===== src/rtl/window_stream_ctrl.sv =====
// Window controller: tracks a BUF_W x BUF_H window in the pixel stream and drives buffer shift strobes.
// Optional sticky drop detection is enabled by defining WINDOW_STREAM_CTRL_OVERRUN_EN.
module window_stream_ctrl #(
  parameter int X_BW     = 10,
  parameter int Y_BW     = 9,
  parameter int BUF_W    = 28,
  parameter int BUF_H    = 28,
  parameter int PIXEL_BW = 8
) (
  input  logic                clock,
  input  logic                reset,
  input  logic [X_BW-1:0]     buffer_x_pos,
  input  logic [Y_BW-1:0]     buffer_y_pos,
  input  logic                pos_load,
  input  logic                pixel_valid,
  input  logic [X_BW-1:0]     screen_x,
  input  logic [Y_BW-1:0]     screen_y,
  input  logic [PIXEL_BW-1:0] pixel_in,
  output logic [PIXEL_BW-1:0] pixel_out,
  output logic                shift_left,
  output logic                shift_up,
  output logic                buffer_rdy,
  input  logic                buffer_ack,
  output logic                overrun
);

  localparam int CW = $clog2(BUF_W);
  localparam int RW = $clog2(BUF_H);
  localparam logic [X_BW:0] WIN_W    = (X_BW+1)'(BUF_W);
  localparam logic [Y_BW:0] WIN_H    = (Y_BW+1)'(BUF_H);
  localparam logic [CW-1:0] COL_LAST = CW'(BUF_W - 1);
  localparam logic [RW-1:0] ROW_LAST = RW'(BUF_H - 1);

  typedef enum logic [1:0] {IDLE = 2'd0, FILL = 2'd1, READY = 2'd2} state_t;

  state_t              state_r;
  logic [X_BW-1:0]     sx_r, ax_r;
  logic [Y_BW-1:0]     sy_r, ay_r;
  logic [CW-1:0]       col_cnt_r;
  logic [RW-1:0]       row_cnt_r;
  logic                pend_r;
  logic [PIXEL_BW-1:0] pixel_out_r;
  logic                shift_left_r, shift_up_r, buffer_rdy_r;

  logic                frame_start_s, in_win_s, origin_s;
  logic [X_BW-1:0]     cur_x_s;
  logic [Y_BW-1:0]     cur_y_s;

  // Window test; a frame-start pixel outside READY is judged against the freshly loaded shadow position
  always_comb begin
    frame_start_s = pixel_valid && (screen_x == {X_BW{1'b0}}) && (screen_y == {Y_BW{1'b0}});
    if (frame_start_s && (state_r != READY)) begin
      cur_x_s = sx_r;
      cur_y_s = sy_r;
    end else begin
      cur_x_s = ax_r;
      cur_y_s = ay_r;
    end
    in_win_s = pixel_valid
            && ({1'b0, screen_x} >= {1'b0, cur_x_s})
            && ({1'b0, screen_x} <  ({1'b0, cur_x_s} + WIN_W))
            && ({1'b0, screen_y} >= {1'b0, cur_y_s})
            && ({1'b0, screen_y} <  ({1'b0, cur_y_s} + WIN_H));
    origin_s = pixel_valid && (screen_x == cur_x_s) && (screen_y == cur_y_s);
  end

  // Shadow position capture
  always_ff @(posedge clock or negedge reset) begin
    if (!reset) begin
      sx_r <= {X_BW{1'b0}};
      sy_r <= {Y_BW{1'b0}};
    end else if (pos_load) begin
      sx_r <= buffer_x_pos;
      sy_r <= buffer_y_pos;
    end
  end

  // Fill sequencer with registered strobes
  always_ff @(posedge clock or negedge reset) begin
    if (!reset) begin
      state_r      <= IDLE;
      ax_r         <= {X_BW{1'b0}};
      ay_r         <= {Y_BW{1'b0}};
      col_cnt_r    <= {CW{1'b0}};
      row_cnt_r    <= {RW{1'b0}};
      pend_r       <= 1'b0;
      pixel_out_r  <= {PIXEL_BW{1'b0}};
      shift_left_r <= 1'b0;
      shift_up_r   <= 1'b0;
      buffer_rdy_r <= 1'b0;
    end else begin
      shift_left_r <= 1'b0;
      shift_up_r   <= pend_r;
      pend_r       <= 1'b0;
      case (state_r)
        IDLE: begin
          if (frame_start_s) begin
            ax_r <= sx_r;
            ay_r <= sy_r;
          end
          if (origin_s) begin
            shift_left_r <= 1'b1;
            pixel_out_r  <= pixel_in;
            col_cnt_r    <= CW'(1);
            row_cnt_r    <= {RW{1'b0}};
            state_r      <= FILL;
          end
        end
        FILL: begin
          if (frame_start_s) begin
            // Abort the partial window; any pending row advance is cancelled
            ax_r       <= sx_r;
            ay_r       <= sy_r;
            shift_up_r <= 1'b0;
            row_cnt_r  <= {RW{1'b0}};
            if (origin_s) begin
              shift_left_r <= 1'b1;
              pixel_out_r  <= pixel_in;
              col_cnt_r    <= CW'(1);
            end else begin
              col_cnt_r <= {CW{1'b0}};
              state_r   <= IDLE;
            end
          end else begin
            if (in_win_s) begin
              shift_left_r <= 1'b1;
              pixel_out_r  <= pixel_in;
              if (col_cnt_r == COL_LAST) begin
                col_cnt_r <= {CW{1'b0}};
                pend_r    <= 1'b1;
              end else begin
                col_cnt_r <= col_cnt_r + CW'(1);
              end
            end
            if (shift_up_r) begin
              if (row_cnt_r == ROW_LAST) begin
                row_cnt_r    <= {RW{1'b0}};
                state_r      <= READY;
                buffer_rdy_r <= 1'b1;
              end else begin
                row_cnt_r <= row_cnt_r + RW'(1);
              end
            end
          end
        end
        READY: begin
          if (buffer_ack) begin
            state_r      <= IDLE;
            buffer_rdy_r <= 1'b0;
          end
        end
        default: begin
          state_r      <= IDLE;
          buffer_rdy_r <= 1'b0;
        end
      endcase
    end
  end

`ifdef WINDOW_STREAM_CTRL_OVERRUN_EN
  logic overrun_r;

  // Sticky flag for window pixels lost while the consumer still holds the buffer
  always_ff @(posedge clock or negedge reset) begin
    if (!reset) begin
      overrun_r <= 1'b0;
    end else if ((state_r == READY) && in_win_s) begin
      overrun_r <= 1'b1;
    end
  end

  assign overrun = overrun_r;
`else
  assign overrun = 1'b0;
`endif

  assign pixel_out  = pixel_out_r;
  assign shift_left = shift_left_r;
  assign shift_up   = shift_up_r;
  assign buffer_rdy = buffer_rdy_r;

endmodule

===== config.mk =====
export PLATFORM = sky130hd
export DESIGN_NAME = window_stream_ctrl
export DESIGN_NICKNAME = d
export VERILOG_FILES = /design/src/rtl/window_stream_ctrl.sv
export SDC_FILE = /design/constraint.sdc
export NUM_CORES = 1
export LEC_CHECK = 0
export BUFFER_PORTS_ARGS = -buffer_cell sky130_fd_sc_hd__buf_2
export CAP_MARGIN = 0
export CORE_UTILIZATION = 27
export DETAILED_ROUTE_END_ITERATION = 10
export PLACE_DENSITY = 0.5
export SLEW_MARGIN = 20
export SYNTH_ARGS = -nofsm -noshare
export SYNTH_HDL_FRONTEND = slang
export SYNTH_SLANG_ARGS = --single-unit

===== constraint.sdc =====
create_clock -name clock -period 6.2 [get_ports clock]
set_input_delay 0.31 -clock clock [delete_from_list [all_inputs] [get_ports clock]]
set_output_delay 0.31 -clock clock [all_outputs]
set_load 0.05 [all_outputs]

==> results.tsv, run 1 <==
metric	value	unit
CP Cell Sequence	buf_2 -> nor4_2 -> and3_1 -> nand3_2 -> mux2i_1 -> ha_1 -> a21oi_1 -> xor2_1 -> ha_1 -> nor3_1 -> o311a_1 -> o21ai_0 -> a31oi_2 -> nand4_2 -> and2_4 -> mux2_4	
worst path bufs/invs	1	
global-route usage over all layers	13.9	%
vias in the first global route	3350	
synthesized area	4080	µm²
Post-CTS Setup Repair Bufs	0	
Starting Density	27.8	%
share of cells above drive strength 1	28.6	%
Yosys top cell by area	dfrtp_1	
final antenna-violating net count	0	
Vias per Instance	4.95	
Worst Hold Slack	0.151	ns
IO Pins	63	
CP dominant cell by count	ha_1	
input/output buffers	61	
WS Path Type	input pin to flip-flop	
Die Width	125	µm
Post-synth top flop	dfrtp_1	
Synth area leaders	dfrtp_1 38%, ha_1 11%, mux2_2 10%, mux2i_1 4.4%, nand2_1 3.5%	
critical path arrival	4.50	ns
Post-layout nets	551	
startpoint types	input pin	
number of flops mapped to enable cells by yosys	0	
largest net degree at the start of global routing	63	
H-tree Lvls	3	
Worst Tran Pin Value	0.804	ns
Worst path slowest cell	nand3_2	
antenna violations before repair	0	
Clock transition at path regs	0.05	ns
Setup crit end kind	flip-flop	
YS warnings	0	
Final Util	33.4	%
crit path max fanout	30	
core area	14600	µm²
Final HPWL DP	7.87	mm
first-pass GRT wire length	17.0	mm
CP top delay family	simple AND/OR/NAND/NOR gates	
Routed WL	10.1	mm
IR drop worst, VDD	0.132	mV
CTS tree	yes	
drt initial violations	130	
# DRC	6	
Max Slew Vio Count	0	
setup tns final	0	ns
Static Leak	2.31	nW
worst-skew pair later-pin latency	0.33	ns
die area	15600	µm²
PnR Total Power	1.05	mW
Antenna Diode Count	0	
Unique masters post-synth	53	
Synth Net Count	488	
routed length per placed instance	15.4	µm
Slew HR	46.4	%
Synth top area share	38.1	%
Die Ht	125	µm
clock root buffer	clkbuf_16	
GRT overflow	0	
synthesis-to-layout area growth	19.9	%
Slowest Stage Delay on Critical Path	0.52	ns
FP Rows	44	
Syn Area/Cell	10.2	µm²
Max-cap violations	0	
most common cell after layout, fill and taps aside	dfrtp_1	
# resized after CTS	0	
RSZ-0062 raised after global routing	no	
Max Root-Sink Buffers	2	
Max Fclk	233	MHz
Synth Instances	401	
P per Cell Area	214	nW/µm²
sequential area share after synthesis	38.1	%
vias post-DR	3234	
fin crit share	69.2	%
Tmin final	4.29	ns
Sink Count	62	
Hold Path Class	input pin to asynchronous set/reset pin	
worst path required time	6.41	ns
CTS Hold Bufs	0	
Worst Clk Skew	0.00684	ns
Synth async-reset ratio	100	%
drt pass-1 iters	7	
commonest cells after routing, fill and taps aside	62 x dfrtp_1, 61 x buf_2, 38 x nand2_1, 37 x mux2_2, 36 x ha_1	
routability cong.	0.848	
failing checks	design-rule violations	
outcome	finished, violations left	
Seq cells post-synth	62	
Final Hold Fails	0	
Final setup viols	0	
CTS buffer count	9	
[power by group]
part           switching (mW)  internal (mW)
clock                   0.189          0.324
sequential             0.0156          0.419
combinational          0.0546         0.0444
total                   0.259          0.787
[flip-flops by register name (all words and copies together), names as in the netlist]
signal      flops
ax_r           10
ay_r            9
buffer_rdy      1
col_cnt_r       5
pend_r          1
pixel_out       8
row_cnt_r       5
shift_left      1
shift_up        1
state_r         2
sx_r           10
sy_r            9
[metal layers]
metal  wire, µm  GRT usage [%]
met1       4520           16.9
met4        410           7.25
met2       4770           22.8
met3        360           3.44
met5          0              0
[Yosys cell counts (all sizes together), types with 2 or more instances]
library cell	instances
o2111ai	2
dfrtp	62
a21o	2
xor2	9
buf	4
o21a	2
nor4	9
clkbuf	7
nand2b	3
xnor2	6
o31a	2
o22ai	2
ha	36
a21oi	15
nand3	18
a21boi	2
inv	17
nand4	9
nor4b	2
nor3	6
o21ai	28
mux2i	18
and2	3
or4	2
mux2	45
nand2	38
and3	6
nor2b	5
nor2	18
a31oi	4
o211ai	2
or3	7
[worst register-to-register path, stage by stage (launching register included)]
cell and delay (ns):
dfrtp_1 0.49, nand2b_1 0.23, nand3_2 0.56, mux2i_1 0.52
ha_1 0.26, a21oi_1 0.11, xor2_1 0.17, ha_1 0.20
nor3_1 0.21, o311a_1 0.21, o21ai_0 0.11, a31oi_2 0.22
nand4_2 0.18, and2_4 0.27, mux2_4 0.31
[through the flow]
| stage | std cells | instance area (µm²) | worst slack (ns) |
|---|---|---|---|
| finish | 653 | 4880 | 1.91 |
| global route | 653 | 4880 | 1.52 |
| CTS | 653 | 4880 | 1.90 |
| detailed placement | 637 | 4580 | 1.56 |
| global placement | 637 | 4580 | 1.69 |
| floorplan | 401 | 4080 | 2.28 |
[final timing paths]
| kind | slack [ns] | start | cells after the start | to |
|---|---|---|---|---|
| max in group asynchronous | 5.52 | reset | 2 | ax_r[5]$_DFFE_PN0P_ |
| worst min-delay path | 0.15 | reset | 2 | row_cnt_r[0]$_DFFE_PN0P_ |
| worst min register to register | 0.48 | row_cnt_r[4]$_DFFE_PN0P_ | 1 | row_cnt_r[4]$_DFFE_PN0P_ |
| worst max-delay path | 1.91 | screen_x[0] | 16 | pixel_out[6]$_DFFE_PN0P_ |
| min in group clock | 0.21 | buffer_y_pos[3] | 2 | sy_r[3]$_DFFE_PN0P_ |
| worst max register to register | 2.03 | state_r[1]$_DFFE_PN0P_ | 14 | pixel_out[6]$_DFFE_PN0P_ |
[kinds of logic after synthesis]
family / count (synthesis) / synth area share, %
AOI/OAI and AO/OA: 70 / 10.7
xor gates and xnor gates: 15 / 3.22
adders and majority gates: 36 / 11.1
buffers and inverters: 28 / 2.92
DFF: 62 / 38.1
muxes: 63 / 17.6
other: 1 / 0.0920
and+or+nand+nor: 126 / 16.3
[cell type report]
type	instances	area, µm²
clock buffer	10	239
clock inverter	6	70.1
fill	1509	9760
inverter	17	63.8
multi-input combinational	311	2410
sequential	62	1550
tap	184	230
timing repair buffer	63	320
Power figures use the tool's default switching activity.
==> inputs of run 2 (changes only) <==
Clock period 6.2 ns to 4.2 ns, I/O delays scaled along.
==> run 2 against run 1 <==
Net effect:
- the flow still finishes with violations (design-rule violations)
- combinational power rose by 47%
- register-to-register slack got worse by 1.6 ns
- critical endpoint is now pixel_out[5]$_DFFE_PN0P_
- routed wire length shrank 2.7%
==> results.tsv, run 2 (synthesis results as in run 1) <==
metric	value	unit
input/output buffers	61	
CTS Hold Bufs	0	
Routed WL	9.79	mm
Hold Path Class	input pin to asynchronous set/reset pin	
first-pass GRT wire length	16.6	mm
WS Path Type	input pin to flip-flop	
Vias per Instance	4.95	
IO Pins	63	
P per Cell Area	326	nW/µm²
# DRC	6	
failing checks	design-rule violations	
GRT overflow	0	
setup tns final	0	ns
worst-skew pair later-pin latency	0.33	ns
CTS buffer count	9	
fin crit share	90.7	%
routability cong.	0.804	
drt initial violations	126	
Tmin final	3.81	ns
Worst Tran Pin Value	0.803	ns
die area	15600	µm²
Post-CTS Setup Repair Bufs	0	
worst path required time	4.42	ns
commonest cells after routing, fill and taps aside	62 x dfrtp_1, 61 x buf_2, 38 x nand2_1, 37 x mux2_2, 36 x ha_1	
CP top delay family	simple AND/OR/NAND/NOR gates	
most common cell after layout, fill and taps aside	dfrtp_1	
critical path arrival	4.03	ns
vias post-DR	3247	
PnR Total Power	1.61	mW
Slew HR	46.5	%
share of cells above drive strength 1	28.8	%
routed length per placed instance	14.9	µm
Slowest Stage Delay on Critical Path	0.50	ns
Worst Clk Skew	0.00420	ns
Max Fclk	262	MHz
Antenna Diode Count	0	
Max Slew Vio Count	0	
Max-cap violations	0	
Worst path slowest cell	nor4_2	
Post-layout nets	554	
Setup crit end kind	flip-flop	
synthesis-to-layout area growth	21.1	%
Final Util	33.7	%
Final HPWL DP	7.67	mm
antenna violations before repair	0	
CP dominant cell by count	ha_1	
Placed Area	4600	µm²
Final setup viols	0	
crit path max fanout	9	
cell area after layout	4930	µm²
CP Cell Sequence	buf_2 -> nor4_2 -> and3_1 -> nand3_2 -> mux2i_1 -> ha_1 -> a21oi_1 -> xor2_1 -> ha_1 -> nor3_1 -> o311a_1 -> o21ai_0 -> a31oi_2 -> nand4_2 -> and2_4 -> mux2_4	
FP Rows	44	
Clock transition at path regs	0.05	ns
H-tree Lvls	3	
clock root buffer	clkbuf_16	
Die Ht	125	µm
# resized after CTS	0	
final antenna-violating net count	0	
global-route usage over all layers	13.6	%
biggest regs	ax_r: 10 flops, sx_r: 10 flops	
fin worst setup slack	0.390	ns
IR drop worst, VDD	0.201	mV
Starting Density	27.8	%
CTS tree	yes	
largest net degree at the start of global routing	63	
outcome	finished, violations left	
Die Width	125	µm
vias in the first global route	3329	
drt pass-1 iters	7	
dpl ws	0.0745	ns
startpoint types	input pin	
Max Root-Sink Buffers	2	
Sink Count	62	
Final Hold Fails	0	
RSZ-0062 raised after global routing	no	
core area	14600	µm²
worst path bufs/invs	1	
Static Leak	2.35	nW
[run 2: cell types whose count changed in the layout (fill, tap and decap cells not counted)]
cell        change
buf_4           +3
clkinvlp_4      -3
clkbuf_8        +2
bufinv_16       +1
clkbuf_1        +1
clkinv_2        +1
clkinv_4        -1
inv_6           -1
[run 2: where the power goes]
part,switching [mW],internal [mW],leakage [nW]
registers,0.0224,0.619,0.801
logic,0.0802,0.0652,1.39
clock network,0.256,0.566,0.166
total,0.359,1.25,2.35
[run 2: layout make-up]
class	instances	area, µm²
timing repair buffer	66	343
fill	1517	9710
inverter	17	63.8
sequential	62	1550
multi-input combinational	311	2410
tap	184	230
clock inverter	3	65.1
clock buffer	13	270
[run 2: layer usage]
metal | GRT usage (%) | wire (µm)
met4 | 5.38 | 187
met2 | 22.9 | 4710
met1 | 16.7 | 4510
met3 | 3.26 | 379
met5 | 0 | 0
[run 2: path summary, 6_finish.rpt]
check,from,slack (ns),endpoint,depth (start not counted)
min,reset,0.05,row_cnt_r[0]$_DFFE_PN0P_,2
max reg2reg,state_r[1]$_DFFE_PN0P_,0.41,pixel_out[5]$_DFFE_PN0P_,14
min reg2reg,pend_r$_DFF_PN0_,0.50,shift_up$_DFF_PN0_,1
max in group asynchronous,reset,3.62,ax_r[6]$_DFFE_PN0P_,2
max,screen_x[0],0.39,pixel_out[5]$_DFFE_PN0P_,16
min in group clock,buffer_x_pos[9],0.09,sx_r[9]$_DFFE_PN0P_,3
[run 2: metrics by stage]
step / std cells / hold slack (ns)
2_1_floorplan: 401 / -0.0856
3_3_place_gp: 640 / 0.425
3_5_place_dp: 640 / 0.426
4_1_cts: 656 / 0.0758
5_1_grt: 656 / 0.0973
6_report: 656 / 0.0528
==> inputs of run 3 (changes only) <==
Clock period 4.2 ns to 4.3 ns, I/O delays scaled along.
==> run 3 against run 2 <==
Net effect:
- the run still ends with design-rule violations left
- critical path depth is 2 lower
- first-iteration DRC count unchanged
- sequential power down 2%
- core utilization decreased by 0.13 points
- clock power is 6.2% lower
- die area unchanged
- sequential share of layout area grew 0.12 points
- cell count unchanged
- largest power group unchanged
- count of clock-buffer cells in the layout shrank 1
==> results.tsv, run 3 (synthesis results as in run 1) <==
metric	value	unit
H-tree Lvls	3	
FP Rows	44	
Setup crit end kind	flip-flop	
vias in the first global route	3358	
GRT overflow	0	
RR Endpoint	pixel_out[4]$_DFFE_PN0P_	
crit path max fanout	14	
worst-skew pair later-pin latency	0.34	ns
worst r2r src	state_r[1]$_DFFE_PN0P_	
Antenna Diode Count	0	
Final Hold Fails	0	
RSZ-0062 raised after global routing	no	
core area	14600	µm²
CP Capture Point	pixel_out[4]$_DFFE_PN0P_	
drt pass-1 iters	7	
Vias per Instance	4.96	
Worst Hold Slack	0.0617	ns
Final setup viols	0	
Final HPWL DP	7.67	mm
synthesis-to-layout area growth	20.6	%
CTS tree	yes	
outcome	finished, violations left	
failing checks	design-rule violations	
startpoint types	flip-flop	
Final Util	33.6	%
final-layout fill cell count	1518	
global-route usage over all layers	13.7	%
routed length per placed instance	15.0	µm
Post-CTS Setup Repair Bufs	0	
# resized after CTS	0	
vias post-DR	3254	
clock root buffer	clkbuf_16	
Crit. Startpoint	state_r[1]$_DFFE_PN0P_	
cell area after layout	4910	µm²
Starting Density	27.8	%
first-pass GRT wire length	16.5	mm
Slew HR	45.7	%
Max-cap violations	0	
Die Ht	125	µm
drt initial violations	126	
IO Pins	63	
Max Root-Sink Buffers	2	
P per Cell Area	313	nW/µm²
Die Width	125	µm
reg2reg path depth	14	
most common cell after layout, fill and taps aside	dfrtp_1	
largest net degree at the start of global routing	63	
Sink Count	62	
Post-layout nets	554	
Clock transition at path regs	0.05	ns
CTS buffer count	9	
input/output buffers	61	
biggest regs	ax_r: 10 flops, sx_r: 10 flops	
Tmin final	3.79	ns
Max Slew Vio Count	0	
commonest cells after routing, fill and taps aside	62 x dfrtp_1, 61 x buf_2, 38 x nand2_1, 37 x mux2_2, 36 x ha_1	
final antenna-violating net count	0	
Worst Tran Pin Value	0.814	ns
worst path required time	4.52	ns
Placed Area	4600	µm²
setup tns final	0	ns
antenna violations before repair	0	
die area	15600	µm²
PnR Total Power	1.54	mW
share of cells above drive strength 1	28.6	%
critical path arrival	4.01	ns
fin crit share	88.2	%
Static Leak	2.34	nW
# DRC	6	
Worst Clk Skew	0.00693	ns
routability cong.	0.804	
R2R setup slack	0.51	ns
Routed WL	9.82	mm
Hold Path Class	input pin to asynchronous set/reset pin	
WS Path Type	flip-flop to flip-flop	
CTS Hold Bufs	0	
IR drop worst, VDD	0.185	mV
Max Fclk	264	MHz
==> run 3: worst max-delay path, stage by stage, from the launching register on <==
cell	delay [ns]
dfrtp_1	0.53
nand2b_1	0.22
nand3_2	0.25
buf_4	0.23
mux2i_1	0.39
a21oi_1	0.13
xor2_1	0.17
ha_1	0.20
nor3_1	0.24
o311a_1	0.23
o21ai_0	0.10
a31oi_2	0.22
nand4_2	0.17
and2_4	0.28
mux2_4	0.31
==> run 3: where the power goes <==
group          total (mW)  internal (mW)  switching, mW
clock               0.771          0.521          0.251
combinational       0.142         0.0635         0.0782
sequential          0.627          0.605         0.0219
==> run 3: worst min-delay path by stage <==
stage	start	endpoint	slack, ns
after floorplan	reset	ax_r[0]$_DFFE_PN0P_	-0.08
after global placement	buffer_x_pos[9]	sx_r[9]$_DFFE_PN0P_	0.43
after detailed placement	buffer_x_pos[9]	sx_r[9]$_DFFE_PN0P_	0.43
after CTS	buffer_x_pos[9]	sx_r[9]$_DFFE_PN0P_	0.08
after global routing	pixel_in[6]	pixel_out[6]$_DFFE_PN0P_	0.10
final	reset	row_cnt_r[0]$_DFFE_PN0P_	0.06
==> run 3: routing by layer <==
metal / vias up / part of all wire (%) / track usage [%]
met5: - / 0 / 0
met4: 0 / 2.1 / 5.95
met3: 14 / 4.2 / 3.48
met2: 73 / 48 / 23.1
met1: 1555 / 46 / 16.4
li1: 1612 / - / -
==> run 3: final cells by class <==
type,instances,area [µm²],area share (%)
flip-flops and latches,62,1550,31.6
clock buffers,12,246,5.02
inverters,17,63.8,1.30
repair buffers,66,343,6.98
well taps,184,230,4.68
clock inverters,4,70.1,1.43
multi-input cells,311,2410,49.0
==> run 3: through the flow <==
stage          setup slack, ns  std cells
3_3_place_gp             0.158        640
6_report                 0.507        656
2_1_floorplan            0.399        401
5_1_grt                  0.171        656
4_1_cts                  0.472        656
3_5_place_dp             0.185        640
